$ cat src/rtl/float_mul_seq_if.sv
// Operand/result handshake bundle for float_mul_seq.
// master drives operands and takes results; slave is the multiplier.
interface float_mul_seq_if #(
  parameter int NE = 8,
  parameter int NM = 23
);
  localparam int W = 1 + NE + NM;

  logic         in_valid;
  logic         in_ready;
  logic [W-1:0] a;
  logic [W-1:0] b;
  logic         out_valid;
  logic         out_ready;
  logic [W-1:0] result;
  logic [2:0]   flags;

  modport master (
    output in_valid, a, b, out_ready,
    input  in_ready, out_valid, result, flags
  );

  modport slave (
    input  in_valid, a, b, out_ready,
    output in_ready, out_valid, result, flags
  );
endinterface

$ cat src/rtl/float_mul_seq.sv
// Sequential radix-2 shift-add floating-point multiplier, one-entry result.
// FLOAT_MUL_RNE_EN selects round-to-nearest-even; default truncates.
module float_mul_seq #(
  parameter int NE = 8,
  parameter int NM = 23
) (
  input  logic           clk,
  input  logic           reset_n,
  float_mul_seq_if.slave bus
);
  localparam int W    = 1 + NE + NM;
  localparam int M    = NM + 1;
  localparam int P    = 2 * M;
  localparam int CW   = $clog2(M + 1);
  localparam int XW   = NE + 2;
  localparam int BIAS = (1 << (NE - 1)) - 1;

  localparam logic signed [XW-1:0] EMAX  = XW'((1 << NE) - 1);
  localparam logic signed [XW-1:0] EONE  = XW'(1);
  localparam logic signed [XW-1:0] EBIAS = XW'(BIAS);

  typedef enum logic [1:0] {IDLE, MUL, NORM, DONE} state_t;

  state_t state, state_nx;

  logic [M-1:0]           mcand;
  logic [M-1:0]           mplier;
  logic [P-1:0]           prod;
  logic [CW-1:0]          cnt;
  logic                   sgn;
  logic signed [XW-1:0]   exp_q;
  logic [W-1:0]           res_q;
  logic [2:0]             flg_q;

  logic          sa, sb;
  logic [NE-1:0] ea, eb;
  logic [NM-1:0] fa, fb;

  assign {sa, ea, fa} = bus.a;
  assign {sb, eb, fb} = bus.b;

  logic a_zero, a_max, a_inf, a_nan;
  logic b_zero, b_max, b_inf, b_nan;
  logic special, sp_nan, sp_inf;

  assign a_zero = (ea == '0);
  assign a_max  = &ea;
  assign a_inf  = a_max && (fa == '0);
  assign a_nan  = a_max && (fa != '0);
  assign b_zero = (eb == '0);
  assign b_max  = &eb;
  assign b_inf  = b_max && (fb == '0);
  assign b_nan  = b_max && (fb != '0);

  assign special = a_zero | a_max | b_zero | b_max;
  assign sp_nan  = a_nan | b_nan
                 | (a_zero & b_inf) | (a_inf & b_zero);
  assign sp_inf  = (a_inf | b_inf) & ~sp_nan;

  logic [W-1:0] spec_res;

  always_comb begin
    spec_res = '0;
    unique case (1'b1)
      sp_nan:  spec_res = {1'b0, {NE{1'b1}}, 1'b1, {(NM-1){1'b0}}};
      sp_inf:  spec_res = {sa ^ sb, {NE{1'b1}}, {NM{1'b0}}};
      default: spec_res = {sa ^ sb, {(W-1){1'b0}}};
    endcase
  end

  logic signed [XW-1:0] exp_sum;

  assign exp_sum = $signed({2'b00, ea}) + $signed({2'b00, eb}) - EBIAS;

  logic [M:0] acc_sum;

  assign acc_sum = {1'b0, prod[P-1:M]}
                 + (mplier[0] ? {1'b0, mcand} : '0);

  // Normalise: product of two [1,2) mantissas lies in [1,4)
  logic [M-1:0]         mant;
  logic signed [XW-1:0] exp_n;
  logic                 rnd;

  always_comb begin
    if (prod[P-1]) begin
      mant  = prod[P-1:M];
      exp_n = exp_q + EONE;
    end else begin
      mant  = prod[P-2:M-1];
      exp_n = exp_q;
    end
  end

`ifdef FLOAT_MUL_RNE_EN
  logic guard, sticky;

  always_comb begin
    if (prod[P-1]) begin
      guard  = prod[M-1];
      sticky = |prod[M-2:0];
    end else begin
      guard  = prod[M-2];
      sticky = |prod[M-3:0];
    end
  end

  assign rnd = guard & (sticky | mant[0]);
`else
  assign rnd = 1'b0;
`endif

  logic [M:0]           mant_r;
  logic [NM-1:0]        frac_f;
  logic signed [XW-1:0] exp_f;
  logic [W-1:0]         norm_res;
  logic [2:0]           norm_flg;

  assign mant_r = {1'b0, mant} + (M+1)'(rnd);

  always_comb begin
    if (mant_r[M]) begin
      frac_f = mant_r[NM:1];
      exp_f  = exp_n + EONE;
    end else begin
      frac_f = mant_r[NM-1:0];
      exp_f  = exp_n;
    end
  end

  always_comb begin
    norm_res = {sgn, exp_f[NE-1:0], frac_f};
    norm_flg = 3'b000;
    if (exp_f >= EMAX) begin
      norm_res = {sgn, {NE{1'b1}}, {NM{1'b0}}};
      norm_flg = 3'b010;
    end else if (exp_f < EONE) begin
      norm_res = {sgn, {(W-1){1'b0}}};
      norm_flg = 3'b001;
    end
  end

  always_ff @(posedge clk or negedge reset_n) begin
    if (!reset_n) state <= IDLE;
    else          state <= state_nx;
  end

  always_comb begin
    state_nx = state;
    case (state)
      IDLE: if (bus.in_valid) state_nx = special ? DONE : MUL;
      MUL:  if (cnt == CW'(1)) state_nx = NORM;
      NORM: state_nx = DONE;
      DONE: if (bus.out_ready) state_nx = IDLE;
      default: state_nx = IDLE;
    endcase
  end

  always_ff @(posedge clk or negedge reset_n) begin
    if (!reset_n) begin
      mcand  <= '0;
      mplier <= '0;
      prod   <= '0;
      cnt    <= '0;
      sgn    <= 1'b0;
      exp_q  <= '0;
      res_q  <= '0;
      flg_q  <= '0;
    end else begin
      case (state)
        IDLE: if (bus.in_valid) begin
          if (special) begin
            res_q <= spec_res;
            flg_q <= {sp_nan, 2'b00};
          end else begin
            mcand  <= {1'b1, fa};
            mplier <= {1'b1, fb};
            sgn    <= sa ^ sb;
            exp_q  <= exp_sum;
            prod   <= '0;
            cnt    <= CW'(M);
          end
        end
        MUL: begin
          prod   <= {acc_sum, prod[M-1:1]};
          mplier <= mplier >> 1;
          cnt    <= cnt - CW'(1);
        end
        NORM: begin
          res_q <= norm_res;
          flg_q <= norm_flg;
        end
        default: ;
      endcase
    end
  end

  assign bus.in_ready  = (state == IDLE);
  assign bus.out_valid = (state == DONE);
  assign bus.result    = res_q;
  assign bus.flags     = flg_q;
endmodule

$ cat src/flat_wrapper.sv
// flat-port wrapper written by rule: the top's interface ports become plain ports
module float_mul_seq_flat 
#(
  parameter int NE = 8,
  parameter int NM = 23
)
  (clk, reset_n, bus_in_valid, bus_a, bus_b, bus_out_ready, bus_in_ready, bus_out_valid, bus_result, bus_flags);
  float_mul_seq_if #(.NE(NE), .NM(NM)) bus_i ();
  input  logic clk;
  input  logic reset_n;
  input wire logic [$bits(bus_i.in_valid)-1:0] bus_in_valid;
  input wire logic [$bits(bus_i.a)-1:0] bus_a;
  input wire logic [$bits(bus_i.b)-1:0] bus_b;
  input wire logic [$bits(bus_i.out_ready)-1:0] bus_out_ready;
  output wire logic [$bits(bus_i.in_ready)-1:0] bus_in_ready;
  output wire logic [$bits(bus_i.out_valid)-1:0] bus_out_valid;
  output wire logic [$bits(bus_i.result)-1:0] bus_result;
  output wire logic [$bits(bus_i.flags)-1:0] bus_flags;
  assign bus_i.in_valid = bus_in_valid;
  assign bus_i.a = bus_a;
  assign bus_i.b = bus_b;
  assign bus_i.out_ready = bus_out_ready;
  assign bus_in_ready = bus_i.in_ready;
  assign bus_out_valid = bus_i.out_valid;
  assign bus_result = bus_i.result;
  assign bus_flags = bus_i.flags;
  float_mul_seq #(.NE(NE), .NM(NM)) u_core (.clk(clk), .reset_n(reset_n), .bus(bus_i));
endmodule
$ cat config.mk
export PLATFORM = sky130hd
export DESIGN_NAME = float_mul_seq_flat
export DESIGN_NICKNAME = d
export VERILOG_FILES = /design/src/rtl/float_mul_seq_if.sv /design/src/rtl/float_mul_seq.sv /design/src/flat_wrapper.sv
export SDC_FILE = /design/constraint.sdc
export NUM_CORES = 1
export LEC_CHECK = 0
export ABC_AREA = 1
export CORE_AREA = 2 2 137 139
export DETAILED_ROUTE_END_ITERATION = 16
export DIE_AREA = 0 0 139 141
export PLACE_DENSITY_LB_ADDON = 0.25
export RECOVER_POWER = 100
export SLEW_MARGIN = 30
export SYNTH_ARGS = -nofsm -noshare
export SYNTH_HDL_FRONTEND = slang
export SYNTH_SLANG_ARGS = --single-unit
$ cat constraint.sdc
create_clock -name clk -period 3.6 [get_ports clk]
set_input_delay 0.36 -clock clk [delete_from_list [all_inputs] [get_ports clk]]
set_output_delay 0.36 -clock clk [all_outputs]
set_load 0.1 [all_outputs]
# Word level (Yosys, flattened, before mapping)
# Index checks and enable logic that the tools add are counted.
totals:
  ff_bits: 149
  latchBits: 0
  mem_bits_rw: 0
  mem_bits_ro: 0
  out_inout_bits: 37
  wordCells: 85
  memories: 0
op_classes:
  n_addsub: 5
  n_mul: 0
  n_div: 0
  order_cmp: 2
  eq_ne: 9
  shifts: 0
  mux: 28
  n_bitwise: 13
  reduce_logical: 19
op_table:
  columns: ["operator", "n"]
  rows:
  - ["32-bit one-hot mux with 2 select lines", 2]
  - ["48-bit two-way mux", 2]
  - ["48-bit one-hot mux with 2 select lines", 1]
  - ["24-bit two-way mux", 3]
  - ["32-bit two-way mux", 2]
  - ["31-bit two-way mux", 2]
  - ["24-bit one-hot mux with 2 select lines", 1]
  - ["23-bit logical NOT", 2]
  - ["23-bit nonzero test", 2]
  - ["24-bit by 24-bit adder with 25-bit output", 1]
  - ["23-bit two-way mux", 1]
  - ["8-bit logical NOT", 2]
  - ["8-bit AND reduction", 2]
  - ["3-bit AND reduction", 4]
  - ["10-bit by 2-bit adder with 10-bit output (second input constant)", 1]
  - ["10-bit by 9-bit greater-or-equal comparator with 1-bit output (second input constant)", 1]
  - ["10-bit by 2-bit < comparator with 1-bit output (second input constant)", 1]
  - ["10-bit two-way mux", 1]
  - ["5-bit two-way mux", 2]
  - ["5-bit one-hot mux with 2 select lines", 1]
  - ["10-bit by 8-bit subtractor with 10-bit output (second input constant)", 1]
  - ["8-bit by 8-bit adder with 9-bit output", 1]
  - ["3-bit two-way mux", 3]
  - ["2-bit two-way mux", 4]
  - ["16 further kinds", 33]

# Logic depth before layout (Yosys ltp)
# Gate-level depths: netlist (run 1).
depth:
  depth_word: 11
  depth_mapped: 17

# Worst setup path before layout (run 1)
# No wires, ideal clock.
synth_timing:
  path_kind: "reg-to-reg"
  startpoint: "register u_core.state[0]"
  endpoint: "register u_core.mplier[10]"
  setup_ns: 0.130
  arrival_ns: 2.411
  path_slack_ns: 1.059
  path_stages_with_launch: 10
  synth_period_minus_slack_ns: 2.541
  cell_sequence: "dfrtp_1 inv_1 ha_1 nand2_1 nor2_1 nand3_2 o21ai_2 buf_2 buf_2 a31oi_1"
synth_between:
  elab_chain_cells: 3
  elab_cells_between_ends: 7
synth_rtl:
  columns: ["item", "line_no", "text"]
  rows:
  - ["start: declaration", "float_mul_seq.sv:24", "state_t state, state_nx;"]
  - ["start signal: assignment", "float_mul_seq.sv:145", "else state <= state_nx;"]
  - ["2-bit logical NOT *", null, null]
  - ["net bus_in_ready", "flat_wrapper.sv:15", "output wire logic [$bits(bus_i.in_ready)-1:0] bus_in_ready;"]
  - ["2-bit != test (no line) or 2-bit nonzero test (tied branches)", null, null]
  - ["3-bit AND reduction (no line)", null, null]
  - ["end signal: assignment", "float_mul_seq.sv:177", "mplier <= {1'b1, fb};"]
  - ["end signal: assignment", "float_mul_seq.sv:186", "mplier <= mplier >> 1;"]
  - ["end: declaration", "float_mul_seq.sv:27", "logic [M-1:0] mplier;"]
# The timed path passes the listed nets; every way through them passes the cells marked *.
# A chain may end at the register's enable or synchronous reset.

# Worst setup path after layout (run 1)
layout_timing:
  startpoint: "register u_core.mplier[0]"
  endpoint: "register u_core.prod[45]"
layout_between:
  elab_chain_cells: 3
layout_rtl:
  columns: ["item", "line_no", "text"]
  rows:
  - ["24-bit two-way mux", "float_mul_seq.sv:78", "+ (mplier[0] ? {1'b0, mcand} : '0);"]
  - ["24-bit by 24-bit adder with 25-bit output", "float_mul_seq.sv:78", null]
  - ["48-bit one-hot mux with 2 select lines", "float_mul_seq.sv:170", "case (state)"]
  - ["end signal: assignment", "float_mul_seq.sv:185", "prod <= {acc_sum, prod[M-1:1]};"]
  - ["end: declaration", "float_mul_seq.sv:28", "logic [P-1:0] prod;"]
# No other way between the ends.

==> results.rst, run 1 <==
.. list-table::
   :header-rows: 1

   * - Metric
     - Value
   * - Flip-flop and latch count after synthesis
     - 126
   * - Data arrival time of the critical path
     - 3380 ps
   * - Critical path launch point type
     - flip-flop
   * - Mean instance size in the synthesized netlist
     - 7.01 µm²
   * - Status
     - finished with violations
   * - Yosys Warn Count
     - 0
   * - Worst slew pin tran
     - 1880 ps
   * - Worst ir drop on vdd
     - approximately 0.48 mV
   * - Gates resized, CTS repair
     - 0
   * - Pin count of the biggest net entering global routing
     - 77
   * - Placement Rows
     - 50
   * - Hold-fix buffers, CTS
     - 0
   * - Number of fillers in the final layout
     - about 1900
   * - Gr usage total
     - 21.8%
   * - Vias in the first global route
     - 7089
   * - Number of setup violations in the final report
     - 0
   * - Number of nets with antenna violations after routing
     - 0
   * - Gate Count Post-Synth
     - 1143
   * - Violations in the final reports
     - max-capacitance violations, max-slew violations
   * - Share of synthesized area occupied by flip-flops and latches
     - 39.4%
   * - RSZ-0062 raised after global routing
     - no
   * - Required time at the endpoint of the critical path
     - 3920 ps
   * - Hold_ws
     - approximately 450 ps
   * - Classification of the worst-slack hold path
     - in2async
   * - Floorplan die width
     - 139 µm
   * - Sinks on Clock Net
     - 126
   * - Post-synthesis cell area
     - 8010 µm²
   * - Tmin final
     - approximately 3000 ps
   * - Count of unique library cells instantiated by Yosys
     - 40
   * - Static leakage
     - roughly 5 nW
   * - Net count of the finished layout
     - 1351
   * - Library cell used as clock root buffer
     - sky130_fd_sc_hd__clkbuf_16
   * - Remaining max-slew budget at the tightest pin
     - -25.1%
   * - Last weighted congestion value of the routability-driven placer
     - between 0.9 and 1
   * - Source of the worst register-to-register timing path
     - u_core.mplier[0]
   * - Clock buffers created by TritonCTS
     - 17
   * - Starting density of the core
     - a little over two fifths
   * - Area of the die
     - 19600 µm²
   * - Iteration count of the initial detailed-routing pass
     - 5
   * - Vias after detailed routing
     - 7429
   * - Vertical die dimension
     - 141 µm
   * - Violation count after the first detailed-routing iteration
     - 448
   * - Total Power Consumption
     - just under 9 mW
   * - Clock transition at the registers of the reported paths
     - roughly 60 ps
   * - Share of the clock period used by the worst path after layout
     - 85.0%
   * - Total count of hold-check failures in the final report
     - 0
   * - Number of post-CTS setup repair buffers
     - 0
   * - Number of enable-type register cells in the synthesized netlist
     - 0
   * - Residual DRC count
     - 0
   * - Mean number of vias per cell
     - 4.99
   * - Largest fanout on the critical path
     - 25
   * - Post-synth net total
     - 1253
   * - Fin cells
     - 1488
   * - Post-placement cell count
     - 1456
   * - Later-pin clock latency in the skew report
     - 430 ps
   * - Average routed wire per standard cell
     - 13.8 µm
   * - Max-slew violation count
     - 77
   * - Proportion of layout cells with a drive suffix above 1
     - 5.42%
   * - Total negative slack for setup checks
     - 0 ps
   * - Launching element of the worst setup path
     - u_core.mplier[0]
   * - Crit end category
     - flip-flop
   * - Number of antenna cells inserted
     - 0
   * - Max-capacitance violation count
     - 1
   * - Top-level port count
     - about 110
   * - Primary FF master, synth
     - sky130_fd_sc_hd__dfrtp_1
   * - Number of levels in the clock H-tree
     - 4
   * - PortBufs
     - between 100 and 150
   * - TritonCTS clock tree
     - done
   * - Wire length of the first global-routing pass
     - around 34000 µm
   * - HPWL after detailed placement
     - 15700 µm
   * - Upper clock frequency limit
     - 0.327 GHz
   * - Antenna violations before repair
     - 0
   * - Area growth, synth to finish
     - 23.0%
   * - Total length of routed wires
     - 20500 µm
   * - Post-synth ARST share
     - 100%
   * - Number of buffers on the longest clock path
     - 2
   * - Worst setup skew after layout
     - 9.77 ps
   * - Global route overflow
     - 0
   * - Setup CP Type
     - reg2reg
   * - Core Box Area
     - 18300 µm²
   * - Power density normalized to cell area
     - around 900 nW/µm²
## synth_stat cells, types with 3 or more instances
library cell               count  area share [%]
sky130_fd_sc_hd__a21o_1        3            0.28
sky130_fd_sc_hd__a21oi_1      41             2.6
sky130_fd_sc_hd__a31oi_1      25             2.0
sky130_fd_sc_hd__buf_2        11            0.69
sky130_fd_sc_hd__buf_4         3            0.28
sky130_fd_sc_hd__buf_6         3            0.42
sky130_fd_sc_hd__clkbuf_1     17            0.80
sky130_fd_sc_hd__dfrtp_1     126              39
sky130_fd_sc_hd__ha_1         40             6.2
sky130_fd_sc_hd__inv_1        96             4.5
sky130_fd_sc_hd__inv_2         6            0.28
sky130_fd_sc_hd__nand2_1     431              20
sky130_fd_sc_hd__nand2_2       3            0.23
sky130_fd_sc_hd__nand3_1      69             4.3
sky130_fd_sc_hd__nand3b_1      9            0.84
sky130_fd_sc_hd__nand4_1       8            0.62
sky130_fd_sc_hd__nor2_1      119             5.6
sky130_fd_sc_hd__nor2_4        3            0.42
sky130_fd_sc_hd__nor3_1       13            0.81
sky130_fd_sc_hd__o21ai_0      47             2.9
sky130_fd_sc_hd__o21ai_1      11            0.69
sky130_fd_sc_hd__o21bai_1      4            0.37
sky130_fd_sc_hd__o22ai_1      12            0.94
sky130_fd_sc_hd__or2_2        10            0.78
sky130_fd_sc_hd__xnor2_1       5            0.55
sky130_fd_sc_hd__xor2_1        9            0.98
## routing by layer
metal	global-route usage [%]	routed length, µm	vias up
met1	27.5	9390	3380
met4	7.97	461	0
met5	0	0	-
met3	4.48	781	31
met2	37.1	9880	134
li1	-	-	3884
## state kept, by name, summed over array words and instances, names as in the netlist
signal	flops
u_core.cnt	5
u_core.bus.flags	3
u_core.bus.result	32
u_core.prod	25
u_core.state	2
u_core.sgn	1
u_core.exp_q	10
u_core.mplier	24
u_core.mcand	24
## area by class of cell
type                       instances  area, µm²  share of cell area [%]
multi-input combinational        877       4290                    43.5
sequential                       126       3150                    32.0
timing repair buffer             115       1090                    11.0
clock buffer                      19        453                    4.60
inverter                         104        390                    3.96
tap                              234        293                    2.97
clock inverter                    13        188                    1.90
## cell families after synthesis
kind of cell / Yosys count / synth area share [%]
buffers and inverters: 140 / 7.15
AND/OR/NAND/NOR: 670 / 34.4
AO/OA/AOI/OAI: 150 / 10.5
XOR/XNOR: 15 / 1.87
adder cells (fa/ha/maj): 42 / 6.75
flip-flops: 126 / 39.4
## critical path, stage by stage (launching register included)
cell	delay, ps
sky130_fd_sc_hd__dfrtp_1	850
sky130_fd_sc_hd__nand2_1	120
sky130_fd_sc_hd__inv_1	90
sky130_fd_sc_hd__ha_1	150
sky130_fd_sc_hd__inv_1	70
sky130_fd_sc_hd__fa_1	420
sky130_fd_sc_hd__nor3_1	200
sky130_fd_sc_hd__nor3_1	120
sky130_fd_sc_hd__o21ai_0	480
sky130_fd_sc_hd__nand3_1	180
sky130_fd_sc_hd__nand2_1	100
sky130_fd_sc_hd__nand2_1	50
sky130_fd_sc_hd__nand3_1	60
sky130_fd_sc_hd__nand2_1	60
## per-stage QoR
step                      setup slack (ps)  utilization, %  cell area (µm²)
after floorplan                       1060               -             8010
final                                  541            53.9             9850
after global routing                   251            53.9             9850
after global placement                 531            50.6             9250
after CTS                              478            54.1             9890
after detailed placement               489            50.6             9250
## placed cells by master (no fill, tap or decap), types with 4 or more instances in the layout
| cell | Yosys | layout |
|---|---|---|
| sky130_fd_sc_hd__a21oi_1 | 41 | 41 |
| sky130_fd_sc_hd__a31oi_1 | 25 | 25 |
| sky130_fd_sc_hd__buf_4 | 3 | 6 |
| sky130_fd_sc_hd__bufinv_16 | 0 | 4 |
| sky130_fd_sc_hd__clkbuf_1 | 17 | 7 |
| sky130_fd_sc_hd__clkbuf_16 | 0 | 17 |
| sky130_fd_sc_hd__clkdlybuf4s50_1 | 0 | 65 |
| sky130_fd_sc_hd__dfrtp_1 | 126 | 126 |
| sky130_fd_sc_hd__dlygate4sd3_1 | 0 | 36 |
| sky130_fd_sc_hd__ha_1 | 40 | 40 |
| sky130_fd_sc_hd__inv_1 | 96 | 96 |
| sky130_fd_sc_hd__inv_2 | 6 | 6 |
| sky130_fd_sc_hd__nand2_1 | 431 | 431 |
| sky130_fd_sc_hd__nand3_1 | 69 | 70 |
| sky130_fd_sc_hd__nand3b_1 | 9 | 9 |
| sky130_fd_sc_hd__nand4_1 | 8 | 8 |
| sky130_fd_sc_hd__nor2_1 | 119 | 119 |
| sky130_fd_sc_hd__nor3_1 | 13 | 13 |
| sky130_fd_sc_hd__o21ai_0 | 47 | 58 |
| sky130_fd_sc_hd__o21bai_1 | 4 | 4 |
| sky130_fd_sc_hd__o22ai_1 | 12 | 12 |
| sky130_fd_sc_hd__or2_2 | 10 | 10 |
| sky130_fd_sc_hd__xnor2_1 | 5 | 5 |
| sky130_fd_sc_hd__xor2_1 | 9 | 9 |
## power by group
part / switching (mW) / total (mW) / internal, mW
clock network: 0.654 / 1.85 / 1.20
registers: 0.441 / 2.45 / 2.01
logic: 3.23 / 4.56 / 1.33
## worst paths after layout
| check | depth (start not counted) | endpoint | slack [ps] |
|---|---|---|---|
| min in group clk | 2 | u_core.bus.result[1] | 470 |
| hold reg to reg | 2 | u_core.bus.result[1] | 470 |
| max in group asynchronous | 2 | u_core.mplier[1] | 1060 |
| setup reg to reg | 13 | u_core.prod[45] | 540 |
| setup / recovery | 13 | u_core.prod[45] | 540 |
| hold / removal | 1 | u_core.exp_q[8] | 450 |
No activity file was read; power rests on OpenSTA's default activity.
==> run 2, diff against run 1 <==
clock period = 3.1 ns   (was 3.6 ns; I/O delays follow)
==> results.rst, run 2 (synthesis results as in run 1) <==
.. list-table::
   :header-rows: 1

   * - Metric
     - Value
   * - Status
     - finished clean
   * - Number of levels in the clock H-tree
     - 4 (unchanged)
   * - Number of antenna cells inserted
     - 0 (unchanged)
   * - Floorplan die width
     - 139 µm (unchanged)
   * - Total count of hold-check failures in the final report
     - 0 (unchanged)
   * - TritonCTS clock tree
     - done
   * - Vertical die dimension
     - 141 µm (unchanged)
   * - Endpoint of the worst hold-timing path
     - u_core.mcand[3]
   * - Cell at the slowest stage of the critical path
     - sky130_fd_sc_hd__clkbuf_4
   * - Vias after detailed routing
     - 7539 (+1.5%)
   * - CP peak stage delay
     - 550 ps (-300 ps)
   * - Total Power Consumption
     - 10.2 mW (+15%)
   * - Sequence of cells on the critical path
     - inv_1 > ha_1 > nand2_1 > nor2_1 > nand3_1 > o21ai_4 > clkbuf_4 > nor2_1 > a31oi_1
   * - Source of the worst register-to-register timing path
     - u_core.state[1]
   * - Crit end category
     - flip-flop
   * - Required time at the endpoint of the critical path
     - 3430 ps (-490 ps)
   * - Capture instance of the worst register-to-register path
     - u_core.mplier[0]
   * - Core Box Area
     - 18300 µm² (unchanged)
   * - Upper clock frequency limit
     - 0.369 GHz (+13%)
   * - Worst setup skew after layout
     - 7.39 ps (-2.38 ps)
   * - Hold_ws
     - 456 ps (+4.64 ps)
   * - Iteration count of the initial detailed-routing pass
     - 5 (unchanged)
   * - Wire length of the first global-routing pass
     - 35500 µm (+2.9%)
   * - Antenna violations before repair
     - 0 (unchanged)
   * - Worst ir drop on vdd
     - 0.620 mV (+30%)
   * - Clock buffers created by TritonCTS
     - 17 (unchanged)
   * - Starting density of the core
     - 43.9% (unchanged)
   * - Proportion of layout cells with a drive suffix above 1
     - 5.87% (+0.45 points)
   * - Clock transition at the registers of the reported paths
     - 60 ps (about the same)
   * - Largest fanout on the critical path
     - 54 (+120%)
   * - Vias in the first global route
     - 7406 (+4.5%)
   * - Data arrival time of the critical path
     - 3040 ps (-340 ps)
   * - Area growth, synth to finish
     - 22.4%
   * - Pre-CTS setup slack
     - 450 ps (-38.6 ps)
   * - Number of buffers on the longest clock path
     - 2 (unchanged)
   * - Worst r2r path cells
     - 9 (-4)
   * - Critical path launch point type
     - flip-flop
   * - PortBufs
     - 104 (unchanged)
   * - Flip-flop count of the largest register after layout
     - 32 (unchanged)
   * - Max-capacitance violation count
     - 0 (-1)
   * - Placement Rows
     - 50 (unchanged)
   * - Final std cell area, no fill
     - 9810 µm² (-0.47%)
   * - Most frequent standard cell in the layout excluding fill and tap cells
     - sky130_fd_sc_hd__nand2_1
   * - Worst slew pin tran
     - 1320 ps (-552 ps)
   * - Number of setup violations in the final report
     - 0 (unchanged)
   * - HPWL after detailed placement
     - 15600 µm (-0.11%)
   * - Classification of the worst-slack hold path
     - in2reg
   * - Most Frequent Cell on Critical Path
     - sky130_fd_sc_hd__nor2_1
   * - Tmin final
     - 2710 ps (-351 ps)
   * - Last weighted congestion value of the routability-driven placer
     - 0.909 (-2.0%)
   * - Power density normalized to cell area
     - 1040 nW/µm² (+16%)
   * - Setup CP Type
     - reg2reg
   * - WHS Path Cells
     - 3
   * - Number of nets with antenna violations after routing
     - 0 (unchanged)
   * - Net count of the finished layout
     - 1357 (+0.44%)
   * - Area of the die
     - 19600 µm² (unchanged)
   * - Slack of the worst reg-to-reg path
     - 390 ps (-150 ps)
   * - Placed instance area
     - 9260 µm² (+0.16%)
   * - Later-pin clock latency in the skew report
     - 430 ps (about the same)
   * - Commonest cells after routing, fill and taps aside
     - sky130_fd_sc_hd__nand2_1, sky130_fd_sc_hd__dfrtp_1, sky130_fd_sc_hd__nor2_1
   * - Static leakage
     - 4.95 nW (-0.41%)
   * - Total negative slack for setup checks
     - 0 ps (unchanged)
   * - Pin count of the biggest net entering global routing
     - 55 (-29%)
   * - Max-slew violation count
     - 0 (-100%)
   * - Average routed wire per standard cell
     - 13.9 µm (+0.59%)
   * - Total length of routed wires
     - 20700 µm (+1.0%)
   * - Share of the clock period used by the worst path after layout
     - 87.4% (+2.4 points)
   * - Worst Min Path Start
     - bus_a[3]
   * - Mean number of vias per cell
     - 5.05 (+1.1%)
   * - Residual DRC count
     - 0 (unchanged)
   * - Global route overflow
     - 0 (unchanged)
   * - Setup WS post-layout
     - 392 ps (-149 ps)
   * - Library cell used as clock root buffer
     - sky130_fd_sc_hd__clkbuf_16
   * - Remaining max-slew budget at the tightest pin
     - 11.7% (+37 points)
   * - Gr usage total
     - 22.2% (+0.45 points)
   * - Gates resized, CTS repair
     - 0 (unchanged)
   * - Launching element of the worst setup path
     - u_core.state[1]
   * - Top-level port count
     - 105 (unchanged)
   * - Violation count after the first detailed-routing iteration
     - 576 (+29%)
   * - Sinks on Clock Net
     - 126 (unchanged)
   * - RSZ-0062 raised after global routing
     - no
run 2: cell types whose count changed in the layout (fill, tap and decap cells not counted), moves of 2 or more:
cell                            before  now
sky130_fd_sc_hd__clkbuf_1            7   14
sky130_fd_sc_hd__inv_6               1    3
sky130_fd_sc_hd__dlygate4sd3_1      36   28
sky130_fd_sc_hd__clkbuf_2            1    8
sky130_fd_sc_hd__clkbuf_8            2    0
run 2: where the power goes:
group	switching, mW	internal (mW)
registers	0.486	2.33
clock network	0.794	1.28
logic	3.79	1.52
total	5.08	5.12
run 2: through the flow:
stage,util (%),cells
global route,53.7,1494
global placement,50.7,1461
CTS,54.1,1494
floorplan,-,1143
finish,53.7,1494
detailed placement,50.7,1461
run 2: repair_timing:
item	CTS	global route
endpoints found under the hold margin	45	0
hold buffers	1	0
buffers inserted	0	0
run 2: worst max path at each step:
stage / slack [ps] / end
floorplan: 560 / u_core.mplier[10]
global placement: 500 / u_core.exp_q[8]
detailed placement: 450 / u_core.mplier[0]
CTS: 510 / u_core.prod[45]
global route: 120 / u_core.mplier[9]
finish: 390 / u_core.mplier[0]
run 2: critical path, delay by kind of cell, from the launching register on:
| family | cells | cell delay (ps) |
|---|---|---|
| fa+ha+maj | 1 | 340 |
| buf+inv | 2 | 670 |
| flops | 1 | 400 |
| simple gates | 4 | 710 |
| compound gates | 2 | 480 |
run 2: final cells by class:
class / instances / area (µm²)
inverter: 104 / 390
multi-input combinational: 877 / 4290
timing repair buffer: 121 / 1070
fill: 1810 / 8460
clock buffer: 17 / 425
sequential: 126 / 3150
clock inverter: 15 / 188
tap: 234 / 293
run 2: layer usage:
metal | part of all wire (%) | GRT usage, % | up-vias
met1 | 45 | 27.7 | 3431
met4 | 2.4 | 8.24 | 0
li1 | - | - | 3900
met3 | 3.9 | 4.38 | 35
met2 | 48 | 38.4 | 173
met5 | 0 | 0 | -
